### src/rtl/half_adder.sv
// Registered unsigned adder tile for the CGRA datapath.
// Outputs are a pure registered function of the inputs sampled at the last clock edge.
module half_adder #(
   parameter int width = 16
) (
   input  logic             clk,
   input  logic             reset,
   input  logic             on_off,
   input  logic [width-1:0] a,
   input  logic [width-1:0] b,
   output logic [width-1:0] c,
   output logic             carry_out,
   output logic             ack
);

   logic [width:0] full_sum;

   // Zero-extend both operands so the top bit of the sum is the carry.
   assign full_sum = {1'b0, a} + {1'b0, b};

   always_ff @(posedge clk) begin
      if (!reset) begin
         c         <= '0;
         carry_out <= 1'b0;
         ack       <= 1'b0;
      end else if (!on_off) begin
         c         <= '0;
         carry_out <= 1'b0;
         ack       <= 1'b0;
      end else begin
         c         <= full_sum[width-1:0];
         carry_out <= full_sum[width];
         ack       <= 1'b1;
      end
   end

endmodule

### config.mk
export PLATFORM = sky130hd
export DESIGN_NAME = half_adder
export DESIGN_NICKNAME = d
export VERILOG_FILES = /design/src/rtl/half_adder.sv
export SDC_FILE = /design/constraint.sdc
export NUM_CORES = 1
export LEC_CHECK = 0
export ABC_CLOCK_PERIOD_IN_PS = 1840
export CORE_ASPECT_RATIO = 1.75
export CORE_MARGIN = 3
export CORE_UTILIZATION = 39
export CTS_CLUSTER_SIZE = 16
export DETAILED_ROUTE_END_ITERATION = 8
export PLACE_DENSITY_LB_ADDON = 0.25
export SYNTH_ARGS = -nofsm -noshare
export SYNTH_HDL_FRONTEND = slang
export SYNTH_SLANG_ARGS = --single-unit
### constraint.sdc
create_clock -name clk -period 1.84 [get_ports clk]
set_clock_uncertainty 0.05 [all_clocks]
set_input_delay 0.184 -clock clk [delete_from_list [all_inputs] [get_ports clk]]
set_output_delay 0.184 -clock clk [all_outputs]
set_load 0.02 [all_outputs]
==> flow_summary.yaml <==
final_layout:
  multiInputGateArea_um2: 1120
  utilization_pct: 75.8
  ff_latch_area_um2: 360
  drive_gt1_share_pct: 32.1
  syn2layout_area_growth_pct: 86.2
  finish.instance_area_um2: 2410
  n_antenna_cell: 0
  fillCellCount: 248
  layout.nets: 291
global_routing:
  overflow: 0
  antenna_found_initial: 0
  grt_pass1_wl_um: 6510
  grt_util_all_layers_pct: 20.6
  grt_pass1_vias: 1536
  grt_max_degree: 10
placed_design:
  gp_congestion: 0.987
  place_area_um2: 2110
  place_ws_ns: -0.509
  numPortBuffers: 52
  hpwl_um: 3180
synthesis:
  synth_cell_types: 47
  async_reset_ff_share_pct: 0
  synth-seq-area-share_pct: 27.9
  synth-main-ff-cell: "dfxtp_1"
  netlist_area_um2: 1290
  synth-edff-count: 0
  ys_seq_elements: 18
  synth-warning-count: 0
  syn_nets: 198
  syn_area_per_cell_um2: 8.86
  syn_inst: 146
sta:
  clock.fmax_ghz: 0.557
  rsz0062_at_grt: "yes"
  final-max-slew-violation-count: 0
  period_share_pct: 97.6
  setup_viol: 0
  hold_violations: 0
  min_period_ns: 1.79
  layout_setup_ws_ns: 0.0451
  relSlewSlack_pct: 75.5
  tns_ns: 0
  worst_pin_slew_ns: 0.363
route:
  dr_wl_met2_um: 2560
  route.vias.total: 1555
  top_layer_used: "met4"
  drtPass1Iterations: 4
  finalWirelength_um: 4440
  drc: 0
  post_drt_wl_per_cell_um: 15.9
  dr_wl_met3_um: 192
  wl_met1_um: 1500
  drt_iter0_drc: 57
  routed_via_density: 5.55
  antenna_left: 0
cts:
  cts_buffers: 3
  cts.path.max_buffers: 2
  cts_tree: "done"
  cts-htree-levels: 1
  clock-root-buffer: "clkbuf_8"
  clock-sinks: 18
  clkSlewWorstSetupHoldPaths_ns: 0.07
power_and_ir_drop:
  p_per_area_nw_per_um2: 558
  combPwrFrac_pct: 47.8
  p_sw_mw: 0.436
  clkPwrFrac_pct: 20.4
  pwr-share-seq_pct: 31.8
  switching_share_pct: 32.4
  vdd_ir_drop_max_mv: 0.449
  cellInternalPower_mw: 0.909
  p_leak_nw: 1.08
floorplanning:
  dieArea_um2: 4070
  fp-row-count: 27
  die_h_um: 82.2
  core_area_um2: 3180
  io_pins: 53
  initial_core_util_pct: 40.7
  die_w_um: 49.5
hold_path:
  hold_path_class: "input pin to flop"
  hp-start: "b[0]"
critical_path:
  path_class: "input pin to flop"
  slowest_delay_ns: 0.41
  cpMaxStageDelayCell: "clkdlybuf4s50_1"
  required_ns: 1.98
  worstPathArrival_ns: 1.94
  critPathLaunch: "a[5]"
  cp-end-kind: "flop"
  crit_chain: "clkdlybuf4s50_1 -> ha_2 -> o211a_1 -> a31oi_1 -> a2bb2oi_2 -> or3b_1 -> a21oi_2"
  cp-start-kind: "input pin"
  crit_fanout: 3
flow_run:
  drv_cap: 0
status:
  outcome: "completed"
cell families (layout without fill, tap and decap cells):
| family | count (synthesis) | after routing | synth area share, % |
|---|---|---|---|
| compound gates | 51 | 51 | 28.5 |
| xor+xnor | 4 | 4 | 2.71 |
| fa+ha+maj | 17 | 17 | 17.0 |
| buf+inv | 8 | 99 | 3.09 |
| flops | 18 | 18 | 27.9 |
| mux | 3 | 3 | 2.42 |
| simple gates | 45 | 45 | 18.4 |
cell type report:
class / count / area share, %
multi-input combinational: 120 / 46.3
timing repair buffer: 93 / 34.3
sequential: 18 / 15.0
tap: 43 / 2.23
clock buffer: 3 / 1.71
inverter: 3 / 0.468
per-stage QoR:
step	std cells	total power, mW	hold slack [ns]
global placement	272	0.970	0.765
detailed placement	272	0.987	0.766
floorplan	146	0.712	0.280
CTS	278	1.30	0.398
finish	280	1.35	0.262
global route	280	1.41	0.285
power by group through the flow:
stage          clock [mW]  sequential, mW  combinational, mW
2_1_floorplan           0           0.475              0.237
3_3_place_gp            0           0.436              0.534
3_5_place_dp            0           0.437              0.550
4_1_cts             0.276           0.428              0.597
5_1_grt             0.291           0.431              0.691
6_report            0.274           0.428              0.644
routing by layer:
| metal | global-route usage (%) | vias to the layer above |
|---|---|---|
| met1 | 18.7 | 738 |
| met2 | 43.0 | 61 |
| met3 | 2.51 | 17 |
| li1 | - | 739 |
| met4 | 10.8 | 0 |
| met5 | 0 | - |
worst max-delay path: cells and delay by family:
family | cells | cell delay (ns)
buffers and inverters | 1 | 0.41
AO/OA/AOI/OAI | 4 | 0.59
adder cells (fa/ha/maj) | 1 | 0.35
AND/OR/NAND/NOR | 1 | 0.39
cell usage in the layout (no fill, tap or decap), types with 7 or more instances in the layout:
cell type         n
buf_4            40
ha_4              8
clkdlybuf4s50_1  33
a21oi_1           7
dlygate4sd2_1     9
nand2_1           9
dfxtp_1          18
a21o_1           11
Yosys cell counts (2+ instances only):
cell	instances	area [um2]
xor2_1	2	17.5
a21o_1	12	90.1
and3_1	5	31.3
xnor2_1	2	17.5
nand3_1	6	30.0
nand3b_1	2	15.0
o21ai_0	6	30.0
clkbuf_1	2	7.51
nand4_1	2	12.5
nand2_1	9	33.8
nor3_1	5	25.0
a31oi_1	4	25.0
dfxtp_1	18	360
o21bai_1	2	15.0
nor2_1	6	22.5
o31ai_1	2	15.0
inv_1	3	11.3
ha_1	16	200
nand2b_1	3	18.8
o211ai_1	2	15.0
mux2i_1	2	20.0
a21oi_1	9	45.0
buf_2	2	10.0
path summary, 6_finish.rpt:
path	endpoint	slack, ns	cells past startpoint
setup / recovery	carry_out$_SDFF_PN0_	0.05	7
hold / removal	c[0]$_SDFF_PN0_	0.26	3
timing repair:
action	CTS	global route
setup buffers	3	2
pin swaps	21	21
resized for setup	33	24
endpoints found under the setup margin	11	8
hold buffers	0	0
state kept, by name, indices dropped and copies added (netlist names):
signal,flops
carry_out,1
ack,1
c,16
(Power assumes the default switching activity.)
